==> src/rtl/hazard_pkg.sv <==
// Shared types and constants for the pipeline hazard control unit.
package hazard_pkg;

    typedef enum logic {
        RUN      = 1'b0,
        MEM_WAIT = 1'b1
    } state_e;

    localparam logic [4:0] REG_ZERO = 5'd0;

endpackage

==> src/rtl/sat_counter.sv <==
// Saturating up-counter with synchronous clear; clear wins over increment.
module sat_counter #(
    parameter int W = 16
) (
    input  logic         clk,
    input  logic         rst_n,
    input  logic         clr,
    input  logic         inc,
    output logic [W-1:0] count
);

    always_ff @(posedge clk or negedge rst_n) begin
        if (!rst_n) begin
            count <= '0;
        end else if (clr) begin
            count <= '0;
        end else if (inc && (count != {W{1'b1}})) begin
            count <= count + W'(1);
        end
    end

endmodule

==> src/rtl/hazard_control_unit.sv <==
// Pipeline hazard control: load-use stalls, taken-branch flushes, data-memory
// wait freezes with a sticky timeout, and saturating stall/flush counters.
module hazard_control_unit
    import hazard_pkg::*;
#(
    parameter int TIMEOUT = 255,
    parameter int CNT_W   = 16
) (
    input  logic             clk,
    input  logic             rst_n,
    input  logic [4:0]       rs1_ID,
    input  logic [4:0]       rs2_ID,
    input  logic             use_rs1_ID,
    input  logic             use_rs2_ID,
    input  logic [4:0]       rd_EX,
    input  logic             mem_read_EX,
    input  logic             branch_taken_EX,
    input  logic             mem_req_MEM,
    input  logic             mem_ready,
    input  logic             cnt_clr,
    output logic             stall_IF,
    output logic             stall_ID,
    output logic             bubble_EX,
    output logic             flush_IF_ID,
    output logic             flush_ID_EX,
    output logic             freeze,
    output logic             mem_timeout,
    output logic [CNT_W-1:0] stall_cnt,
    output logic [CNT_W-1:0] flush_cnt,
    output state_e           fsm_state
);

    localparam int                WAIT_W    = $clog2(TIMEOUT + 1);
    localparam logic [WAIT_W-1:0] TIMEOUT_V = WAIT_W'(TIMEOUT);

    state_e            state, state_next;
    logic [WAIT_W-1:0] wait_cnt, wait_next;
    logic              frozen, load_use, flush, stall, timeout_hit;

    assign fsm_state = state;

    // Handshake: an access completes in the cycle mem_ready=1; until then
    // the whole pipeline is held, including the cycle the request first appears.
    always_comb begin
        state_next = state;
        frozen     = 1'b0;
        case (state)
            RUN: begin
                frozen = mem_req_MEM && !mem_ready;
                if (frozen) state_next = MEM_WAIT;
            end
            MEM_WAIT: begin
                frozen = !mem_ready;
                if (mem_ready) state_next = RUN;
            end
            default: state_next = RUN;
        endcase
    end

    always_comb begin
        load_use = mem_read_EX && (rd_EX != REG_ZERO) &&
                   ((use_rs1_ID && (rs1_ID == rd_EX)) ||
                    (use_rs2_ID && (rs2_ID == rd_EX)));
        flush    = !frozen && branch_taken_EX;
        stall    = !frozen && !branch_taken_EX && load_use;
    end

    // Outputs are forced low while reset is held.
    assign freeze      = rst_n && frozen;
    assign stall_IF    = rst_n && stall;
    assign stall_ID    = rst_n && stall;
    assign bubble_EX   = rst_n && stall;
    assign flush_IF_ID = rst_n && flush;
    assign flush_ID_EX = rst_n && flush;

    always_comb begin
        wait_next = wait_cnt;
        if (state == RUN) begin
            wait_next = '0;
        end else if (!mem_ready && (wait_cnt != TIMEOUT_V)) begin
            wait_next = wait_cnt + WAIT_W'(1);
        end
        timeout_hit = (state == MEM_WAIT) && !mem_ready && (wait_next == TIMEOUT_V);
    end

    always_ff @(posedge clk or negedge rst_n) begin
        if (!rst_n) begin
            state       <= RUN;
            wait_cnt    <= '0;
            mem_timeout <= 1'b0;
        end else begin
            state    <= state_next;
            wait_cnt <= wait_next;
            if (timeout_hit) mem_timeout <= 1'b1;
        end
    end

    sat_counter #(.W(CNT_W)) u_stall_cnt (
        .clk   (clk),
        .rst_n (rst_n),
        .clr   (cnt_clr),
        .inc   (stall_ID || freeze),
        .count (stall_cnt)
    );

    sat_counter #(.W(CNT_W)) u_flush_cnt (
        .clk   (clk),
        .rst_n (rst_n),
        .clr   (cnt_clr),
        .inc   (flush_IF_ID),
        .count (flush_cnt)
    );

endmodule
==> config.mk <==
export PLATFORM = sky130hd
export DESIGN_NAME = hazard_control_unit
export DESIGN_NICKNAME = d
export VERILOG_FILES = /design/src/rtl/hazard_pkg.sv /design/src/rtl/sat_counter.sv /design/src/rtl/hazard_control_unit.sv
export SDC_FILE = /design/constraint.sdc
export NUM_CORES = 1
export LEC_CHECK = 0
export BUFFER_PORTS_ARGS = -buffer_cell sky130_fd_sc_hd__buf_2
export CAP_MARGIN = 20
export CELL_PAD_IN_SITES_DETAIL_PLACEMENT = 1
export CELL_PAD_IN_SITES_GLOBAL_PLACEMENT = 1
export CORE_MARGIN = 1.5
export CORE_UTILIZATION = 40
export DETAILED_ROUTE_END_ITERATION = 12
export GPL_TIMING_DRIVEN = 0
export HOLD_SLACK_MARGIN = 0.02
export PLACE_DENSITY_LB_ADDON = 0.1
export SLEW_MARGIN = 5
export SYNTH_ARGS = -nofsm -noshare
export SYNTH_HDL_FRONTEND = slang
export SYNTH_SLANG_ARGS = --single-unit
==> constraint.sdc <==
create_clock -name clk -period 4.8 [get_ports clk]
set_input_delay 0.48 -clock clk [delete_from_list [all_inputs] [get_ports clk]]
set_output_delay 0.48 -clock clk [all_outputs]
set_load 0.02 [all_outputs]
==> out/metrics.cfg, run 1 <==
[grt]
grt_overflow=0
grt_pass1_vias=2202
grt_max_degree=46
track_usage_pct=20.40
grt_pass1_wl_mm=10.24
grt_antenna_before_repair=0

[logic_synthesis]
synth-adder-area-share_pct=1.560
synthFlopType=dfrtp_1
synth_xor_area_share_pct=10.56
yosysWarnings=0
synth.area.top_cells=dfrtp_1 44%, xor2_1 5.5%, xnor2_1 5.1%, nor2_1 4.2%, nand2_1 3.6%
syn_inst=262
yosys.area.top_type_share_pct=43.68
synth.area.mux_share_pct=1.248
syn_area_mm2=0.002406
syn_avg_cell_area_um2=9.183
ys_ff_latch=42
synth-seq-area-share_pct=43.68
async_reset_ff_share_pct=100.0
synth_edf_count=0
syn_nets=289
synth_top_area_cell=dfrtp_1
synth_compound_gate_area_share_pct=11.65
yosys.area_share.simple_pct=27.51
synth_top_family_by_area=simple AND/OR/NAND/NOR gates
yosysUniqueCellTypes=44

[worst_setup_path]
crit_path_start=rd_EX[1]
crit_path_max_fanout=3
crit_family=simple AND/OR/NAND/NOR gates
rr_worst_depth=9
critical_path.cell_chain=buf_2 -> or4_1 -> o211ai_2 -> and2b_1 -> buf_4 -> buf_2
cp.required_ps=4320
criticalPathCategory=in2out
cp_num_cells=6
cp_common_cell=buf_2
crit_path_end_kind=primary output
reg2reg_setup_slack_ps=2610
cpPeakStageDelay_ps=540
r2r_end=u_stall_cnt.count[1]
critPathLaunchType=primary input
cp_data_arrival_time_ps=1880
critPathSlowestCell=or4_1
worstPathBufferInverterCount=3
rr_startpoint=u_stall_cnt.count[0]

[sta]
max_clock_freq_mhz=423.4
layout_min_cycle_time_ps=2362
setup_violations=0
fin_skew_ps=9.283
relSlewSlack_pct=58.65
rsz0062_at_grt=no
finalHoldViolCount=0
worst_pin_slew_ps=615.5
period_share_pct=49.21
fin_ws_ps=2438
tns_ps=0
slew_viol_final=0

[flow_run]
maxCapViolCount=0

[routing]
vias=2237
drt_pass1_iterations=4
vias_per_cell=5.469
ant_nets=0
drt_first_iter_violations=98
detail_route.drc_violations=0
wl_mm=6.224
wl_per_cell_um=15.22

[die]
die-width_um=80.56
rows=28
die_area_mm2=0.006489
pin_count=64
core_mm2=0.005851
initial_core_util_pct=41.12
dieHeight_um=80.56

[clocking]
root_buffer=clkbuf_8
clk_latency_ps=300
cts.htree.levels=2
cts_setup_buffers=0
cts.path.max_buffers=2
cts_buffers=5
clkTransAtPathRegs_ps=80
cts_tree=built
cts-hold-fix-buffers=0
cts_sinks=42
cts-resized-gates=0

[power]
max-vdd-ir-drop_v=0.0001601
finalPower_uw=700.3
power_density_mw_per_mm2=237.8
power.leakage_nw=1.411

[cells_and_area]
num_antenna_cells=0
nets=360
drive_gt1_share_pct=24.25
area_delta_synth_final_pct=22.41
final_common_cell=buf_2
layout_common_cells=63 x buf_2, 42 x dfrtp_1, 27 x nor2_1

[placement]
hpwlAfterDp_mm=4.630
dp_slack_ps=1855
portBuffers=63
gp_congestion=0.8425

[hold_path]
hold_class=in2async

[run_status]
status=finished, final reports clean

[worst max path at each step]
| stage | end | slack [ps] |
|---|---|---|
| after CTS | stall_IF | 2050 |
| after global placement | u_flush_cnt.count[13] | 1790 |
| after global routing | stall_ID | 2380 |
| after floorplan | stall_ID | 2650 |
| final | stall_IF | 2440 |
| after detailed placement | u_flush_cnt.count[13] | 1860 |
[cells in the mapped netlist, types with 6 or more instances]
cell type,count
nor2_1,27
o21ai_0,6
inv_1,6
nor3_1,8
xor2_1,15
nand3_1,17
a21oi_1,14
or3_1,12
nand2_1,23
xnor2_1,14
nand4_1,11
o21ai_1,9
dfrtp_1,42
and3_1,6
[kinds of logic (layout without fill, tap and decap cells)]
group           count (synthesis)  count (layout)
fa+ha+maj                       3               3
compound gates                 45              45
buf+inv                        15              87
simple gates                  125             125
mux                             3               3
xor+xnor                       29              29
flops                          42              42
[layer usage]
layer	up-vias	routed length [um]	track usage (%)
met3	10	297	4.318
met5	-	0	0
met1	1100	2875	25.21
met2	50	2955	35.13
li1	1077	-	-
met4	0	95	6.724
[final cells by class]
type / instances / area [um2]
Inverter: 7 / 26.28
Clock buffer: 8 / 110.1
Multi-Input combinational cell: 205 / 1264
Tap cell: 75 / 93.84
Fill cell: 724 / 2905
Sequential cell: 42 / 1051
Timing Repair Buffer: 64 / 335.3
Buffer: 8 / 65.06
[where the power goes]
| part | leakage [nW] | internal [mW] | switching [mW] |
|---|---|---|---|
| clock | 0.0575 | 0.145 | 0.124 |
| sequential | 0.584 | 0.357 | 0.00459 |
| combinational | 0.770 | 0.0280 | 0.0415 |
[flip-flops by register name, summed over array words and instances (netlist names)]
| signal | cells |
|---|---|
| u_flush_cnt.count | 16 |
| u_stall_cnt.count | 16 |
| wait_cnt | 8 |
| fsm_state | 1 |
| mem_timeout | 1 |
[metrics by stage]
stage,cells,area (um2),util [%],hold slack [ps]
floorplan,262,2406,-,184.4
global placement,400,2815,48.12,457.0
detailed placement,400,2815,48.12,461.6
CTS,408,2925,50.00,375.5
global route,409,2945,50.34,98.10
finish,409,2945,50.34,95.44
(Power assumes the default switching activity.)
==> inputs of run 2 (changes only) <==
CORE_UTILIZATION = 39   (was 40)
clock period = 2.2 ns   (was 4.8 ns; I/O delays follow)
==> out/metrics.cfg, run 2 (synthesis gave the netlist of run 1 again) <==
[run_status]
status=finished, final reports clean

[clocking]
cts.path.max_buffers=2  ; unchanged
cts.htree.levels=2  ; unchanged
clk_latency_ps=290  ; about the same
root_buffer=clkbuf_8
cts_sinks=42  ; unchanged
cts_tree=built
cts_buffers=5  ; unchanged
clkTransAtPathRegs_ps=80  ; about the same

[sta]
fin_skew_ps=7.127  ; -2.156 ps
worst_pin_slew_ps=581.3  ; -34.15 ps
tns_ps=0  ; unchanged
finalHoldViolCount=0  ; unchanged
rsz0062_at_grt=yes
slew_viol_final=0  ; unchanged
relSlewSlack_pct=61.06  ; +2.4 points
layout_min_cycle_time_ps=2116
max_clock_freq_mhz=472.5
setup_violations=0  ; unchanged
period_share_pct=96.20

[cells_and_area]
area_delta_synth_final_pct=23.45
largestRegisters=u_flush_cnt.count (16), u_stall_cnt.count (16), wait_cnt (8)
layout_common_cells=62 x buf_2, 41 x dfrtp_1, 27 x nor2_1
final_common_cell=buf_2
num_antenna_cells=0  ; unchanged
final_cell_area_mm2=0.002970  ; +0.85%
drive_gt1_share_pct=25.15  ; +0.90 points
nets=365  ; +1.4%

[power]
p_clk_share_pct=33.9  ; -4.6 points
p_sw_share_pct=25.71  ; +1.4 points
intPower_mw=1.066  ; +100%
power_density_mw_per_mm2=482.9  ; +100%
p_sw_uw=368.7  ; +120%
power.leakage_nw=1.417  ; +0.44%
power_frac_comb_pct=11.2  ; +1.3 points
power_frac_seq_pct=54.9  ; +3.3 points
max-vdd-ir-drop_v=0.0002394  ; +49%

[grt]
grt_antenna_before_repair=0  ; unchanged
grt_pass1_vias=2182  ; -0.91%
track_usage_pct=19.75  ; -0.65 points
grt_max_degree=43  ; -6.5%
grt_overflow=0  ; unchanged
grt_pass1_wl_mm=10.14  ; -0.94%

[hold_path]
hold_path.startpoint=cnt_clr
holdPathStages=2
hold_class=in2reg
hold_end=u_stall_cnt.count[2]

[die]
pin_count=64  ; unchanged
die-width_um=81.55  ; +1.2%
initial_core_util_pct=40.40  ; -0.73 points
rows=28  ; unchanged
dieHeight_um=81.55  ; +1.2%
core_mm2=0.005956  ; +1.8%
die_area_mm2=0.006650  ; +2.5%

[placement]
portBuffers=63  ; unchanged
gp_congestion=0.7986  ; -5.2%
hpwlAfterDp_mm=4.542  ; -1.9%
dpl_cell_area_mm2=0.002815  ; unchanged

[worst_setup_path]
rr_worst_depth=6  ; -3
rr_startpoint=fsm_state
cp_data_arrival_time_ps=2280  ; +400 ps
crit_path_end_kind=register
critPathLaunchType=register
reg2reg_setup_slack_ps=80  ; -2530 ps
crit_path_start=fsm_state
criticalPathCategory=reg2reg
cp.required_ps=2360  ; -1960 ps
crit_path_max_fanout=7  ; +4
r2r_end=u_flush_cnt.count[3]

[routing]
detail_route.drc_violations=0  ; unchanged
drt_pass1_iterations=4  ; unchanged
drt_first_iter_violations=127  ; +30%
ant_nets=0  ; unchanged
wl_per_cell_um=15.03  ; -1.2%
vias_per_cell=5.380  ; -1.6%
vias=2222  ; -0.67%
wl_mm=6.207  ; -0.27%

[flow_run]
maxCapViolCount=0  ; unchanged

## run 2: cell count changes in the layout (fill, tap and decap cells not counted), sizes merged
cell,change
clkbuf,-1
buf,+4
dlygate4sd3,+1
## run 2: power groups by stage
stage / Clock, mW / Combinational [mW] / Sequential, mW
2_1_floorplan: 0 / 0.0729 / 0.808
3_3_place_gp: 0 / 0.147 / 0.804
3_5_place_dp: 0 / 0.149 / 0.804
4_1_cts: 0.506 / 0.159 / 0.789
5_1_grt: 0.521 / 0.179 / 0.789
6_report: 0.486 / 0.161 / 0.788
## run 2: worst max path at each step
stage                                  to  slack (ps)  cells past startpoint
global placement    u_flush_cnt.count[13]        -550                      6
CTS                  u_stall_cnt.count[1]          10                      9
finish               u_flush_cnt.count[3]          80                      6
floorplan            u_stall_cnt.count[1]         230                      9
global route         u_flush_cnt.count[8]         -80                      6
detailed placement   u_flush_cnt.count[9]        -520                      6
## run 2: critical path, cell delays in order, from the launching register on
cell and delay [ps]:
dfrtp_1 460, o21bai_1 300, nand3_1 280, a31oi_1 530
nand3_1 170, xor2_1 170, nor2_1 60
## run 2: timing repair
action / in CTS / in global routing
hold buffers: 2 / 0
setup endpoints to repair: 19 / 17
endpoints found under the hold margin: 42 / 0
setup buffers: 0 / 4
pin swaps: 0 / 1
gates resized for setup: 2 / 2
## run 2: metrics by stage
stage / power, mW / util [%] / hold WS [ps] / setup WS [ps] / std cells
after detailed placement: 0.9532 / 47.27 / 443.0 / -525.0 / 400
after CTS: 1.454 / 49.31 / 125.2 / 12.13 / 409
after global placement: 0.9507 / 47.27 / 437.2 / -552.1 / 400
after global routing: 1.489 / 49.87 / 146.1 / -76.12 / 413
final: 1.434 / 49.87 / 133.3 / 83.56 / 413
after floorplan: 0.8809 / - / -75.59 / 230.6 / 262
## run 2: final cells by class
| class | count | area (um2) |
|---|---|---|
| buffer | 8 | 65.06 |
| clock buffer | 7 | 76.32 |
| fill | 737 | 2985 |
| inverter | 7 | 26.28 |
| multi-input combinational | 205 | 1271 |
| sequential | 42 | 1052 |
| tap | 75 | 93.84 |
| timing repair buffer | 69 | 385.4 |
## run 2: layer usage
| metal | routed length (um) | track usage (%) | vias up |
|---|---|---|---|
| met4 | 79 | 7.069 | 0 |
| met3 | 271 | 2.556 | 7 |
| met5 | 0 | 0 | - |
| met1 | 2855 | 24.98 | 1070 |
| met2 | 3001 | 34.38 | 53 |
| li1 | - | - | 1092 |
==> inputs of run 3 (changes only) <==
ABC_AREA = 1   (was not set)
CELL_PAD_IN_SITES_DETAIL_PLACEMENT = not set   (was 1)
CELL_PAD_IN_SITES_GLOBAL_PLACEMENT = not set   (was 1)
CORE_UTILIZATION = 40   (was 39)
PLACE_DENSITY_LB_ADDON = not set   (was 0.1)
==> out/metrics.cfg, run 3 <==
[run_status]
status=finished, final reports clean

[logic_synthesis]
yosysWarnings=0  ; unchanged
ys_ff_latch=42  ; unchanged
synth_edf_count=0  ; unchanged
yosysUniqueCellTypes=27  ; -39%
synth.most_common_cell=nand2_1
syn_area_mm2=0.002860  ; +19%
synthFlopType=dfrtp_1
synth_top_area_cell=dfrtp_1
synth_commonest_cells=118 x nand2_1, 67 x inv_1, 51 x nand3_1, 48 x nor2_1, 42 x dfrtp_1
yosys.area.top_type_share_pct=36.75  ; -6.9 points
syn_inst=428  ; +63%
synth.area.top_cells=dfrtp_1 37%, nand2_1 15%, nand3_1 8.9%, inv_1 8.8%, nor2_1 6.3%
async_reset_ff_share_pct=100.0  ; unchanged
syn_avg_cell_area_um2=6.683  ; -27%
syn_nets=455  ; +57%
synth-seq-area-share_pct=36.75  ; -6.9 points

[clocking]
root_buffer=clkbuf_8
cts.path.max_buffers=2  ; unchanged
clkTransAtPathRegs_ps=80  ; about the same
cts_tree=built
cts.htree.levels=2  ; unchanged
cts-resized-gates=0  ; -2
clk_latency_ps=310  ; +20 ps
cts_sinks=42  ; unchanged
cts_buffers=5  ; unchanged

[routing]
vias=2929  ; +32%
wl_mm=7.307  ; +18%
ant_nets=0  ; unchanged
drt_first_iter_violations=132  ; +3.9%
drt_pass1_iterations=4  ; unchanged
detail_route.drc_violations=0  ; unchanged
vias_per_cell=4.914  ; -8.7%
wl_per_cell_um=12.26  ; -18%

[die]
dieHeight_um=87.56  ; +7.4%
initial_core_util_pct=41.64  ; +1.2 points
die_area_mm2=0.007667  ; +15%
rows=30  ; +7.1%
core_mm2=0.006869  ; +15%
die-width_um=87.56  ; +7.4%
pin_count=64  ; unchanged

[worst_setup_path]
cp_data_arrival_time_ps=2160  ; -120 ps
cp.required_ps=2440  ; +80 ps
critPathLaunchType=register
crit_path_end_kind=register
crit_path_max_fanout=10  ; +3
criticalPathCategory=reg2reg

[placement]
placed_cells=586  ; +47%
dp_slack_ps=-102.0  ; +423.0 ps
hpwlAfterDp_mm=5.361  ; +18%
gp_congestion=0.9085  ; +14%
portBuffers=62  ; -1.6%

[grt]
grt_pass1_wl_mm=12.42  ; +22%
grt_max_degree=45  ; +4.7%
track_usage_pct=20.45  ; +0.69 points
grt_overflow=0  ; unchanged
grt_antenna_before_repair=0  ; unchanged
grt_pass1_vias=2686  ; +23%

[cells_and_area]
final_common_cell=nand2_1
largestRegisters=u_flush_cnt.count (16), u_stall_cnt.count (16), wait_cnt (8)
num-fill-cells=703  ; -4.6%
num_antenna_cells=0  ; unchanged
nets=527  ; +44%
multi_input_area_mm2=0.001474  ; +16%
drive_gt1_share_pct=18.00  ; -7.1 points
ff_latch_area_mm2=0.001051  ; -0.12%
area_delta_synth_final_pct=20.38
finalCoreUtilization_pct=50.13  ; +0.25 points
layout.cells.non_filler=596  ; +44%
layout_common_cells=118 x nand2_1, 69 x buf_2, 67 x inv_1

[sta]
hold_slack_ps=140.6  ; +7.326 ps
period_share_pct=87.16  ; -9.0 points
worst_pin_slew_ps=776.9  ; +195.6 ps
fin_ws_ps=282.5  ; +199.0 ps
rsz0062_at_grt=no
relSlewSlack_pct=48.03  ; -13 points
fin_skew_ps=15.07  ; +7.943 ps
max_clock_freq_mhz=521.5  ; +10%
finalHoldViolCount=0  ; unchanged
slew_viol_final=0  ; unchanged
layout_min_cycle_time_ps=1917  ; -199.0 ps
setup_violations=0  ; unchanged

[power]
power.leakage_nw=1.929  ; +36%
power_frac_comb_pct=11.2  ; about the same
intPower_mw=1.204  ; +13%
p_sw_share_pct=25.61  ; -0.10 points
power_density_mw_per_mm2=470.0  ; -2.7%
power_frac_seq_pct=48.7  ; -6.2 points
p_clk_share_pct=40.1  ; +6.2 points
finalPower_mw=1.618  ; +13%
max-vdd-ir-drop_v=0.0002711  ; +13%
p_sw_uw=414.4  ; +12%

[hold_path]
hold_class=in2reg

[flow_run]
maxCapViolCount=0  ; unchanged

-- run 3: cell types whose count changed in the layout (fill, tap and decap cells not counted), sizes merged, moves of 12 or more --
cell   previous run  this run
or3              12         0
nand3            17        52
nor2             28        48
inv               6        68
nand4            11        23
xnor2            14         2
nand2            23       122
-- run 3: cells by family after synthesis --
kind of cell	after synthesis	share of synthesized area, %
AND/OR/NAND/NOR	255	39.46
buffers and inverters	82	11.72
flip-flops	42	36.75
AO/OA/AOI/OAI	31	6.168
XOR/XNOR	15	4.593
adder cells (fa/ha/maj)	3	1.312
-- run 3: metal layers --
metal	up-vias	share of wire (%)	wire, um	track usage (%)
met5	-	0	0	0
met4	0	1.2	89	6.349
met3	8	4.0	294	3.770
met2	58	47	3416	33.15
met1	1361	48	3508	27.79
li1	1502	-	-	-
-- run 3: what timing repair did --
item                                   CTS  global route
hold buffers                             0             2
setup buffers                            0             0
endpoints found under the hold margin    0            16
-- run 3: final cells by class --
| type | instances | area share, % |
|---|---|---|
| Clock buffer | 6 | 2.398 |
| Multi-Input combinational cell | 304 | 42.81 |
| Clock inverter | 1 | 0.8721 |
| Tap cell | 96 | 3.488 |
| Sequential cell | 42 | 30.52 |
| Timing Repair Buffer | 65 | 10.17 |
| Inverter | 69 | 7.522 |
| Buffer | 13 | 2.217 |
-- run 3: power by group through the flow --
stage / registers (mW) / logic, mW / clock network, mW
4_1_cts: 0.788 / 0.177 / 0.660
3_5_place_dp: 0.804 / 0.176 / 0
2_1_floorplan: 0.808 / 0.0943 / 0
3_3_place_gp: 0.803 / 0.174 / 0
5_1_grt: 0.790 / 0.208 / 0.691
6_report: 0.788 / 0.181 / 0.649
-- run 3: path summary, 6_finish.rpt --
kind | startpoint | end | slack (ps) | cells past startpoint
min in group asynchronous | rst_n | u_stall_cnt.count[14] | 450 | 3
max reg2reg | u_stall_cnt.count[0] | u_stall_cnt.count[4] | 280 | 10
max | u_stall_cnt.count[0] | u_stall_cnt.count[4] | 280 | 10
min | mem_req_MEM | fsm_state | 140 | 3
min reg2reg | mem_timeout | mem_timeout | 460 | 2
max in group asynchronous | rst_n | u_flush_cnt.count[4] | 550 | 3
-- run 3: per-stage QoR --
| stage | cell area, um2 | setup TNS, ps |
|---|---|---|
| 2_1_floorplan | 2860 | 0 |
| 3_3_place_gp | 3291 | -138.6 |
| 3_5_place_dp | 3291 | -500.1 |
| 4_1_cts | 3403 | 0 |
| 5_1_grt | 3443 | 0 |
| 6_report | 3443 | 0 |
-- run 3: critical path, cell delays in order, from the launching register on --
cell,delay (ps)
dfrtp_1,400
ha_1,210
nand3_2,160
nor3_4,200
nand2_2,90
nor3_2,160
nand2_2,170
nand2_4,160
buf_6,160
nand3_1,70
nand2_1,60
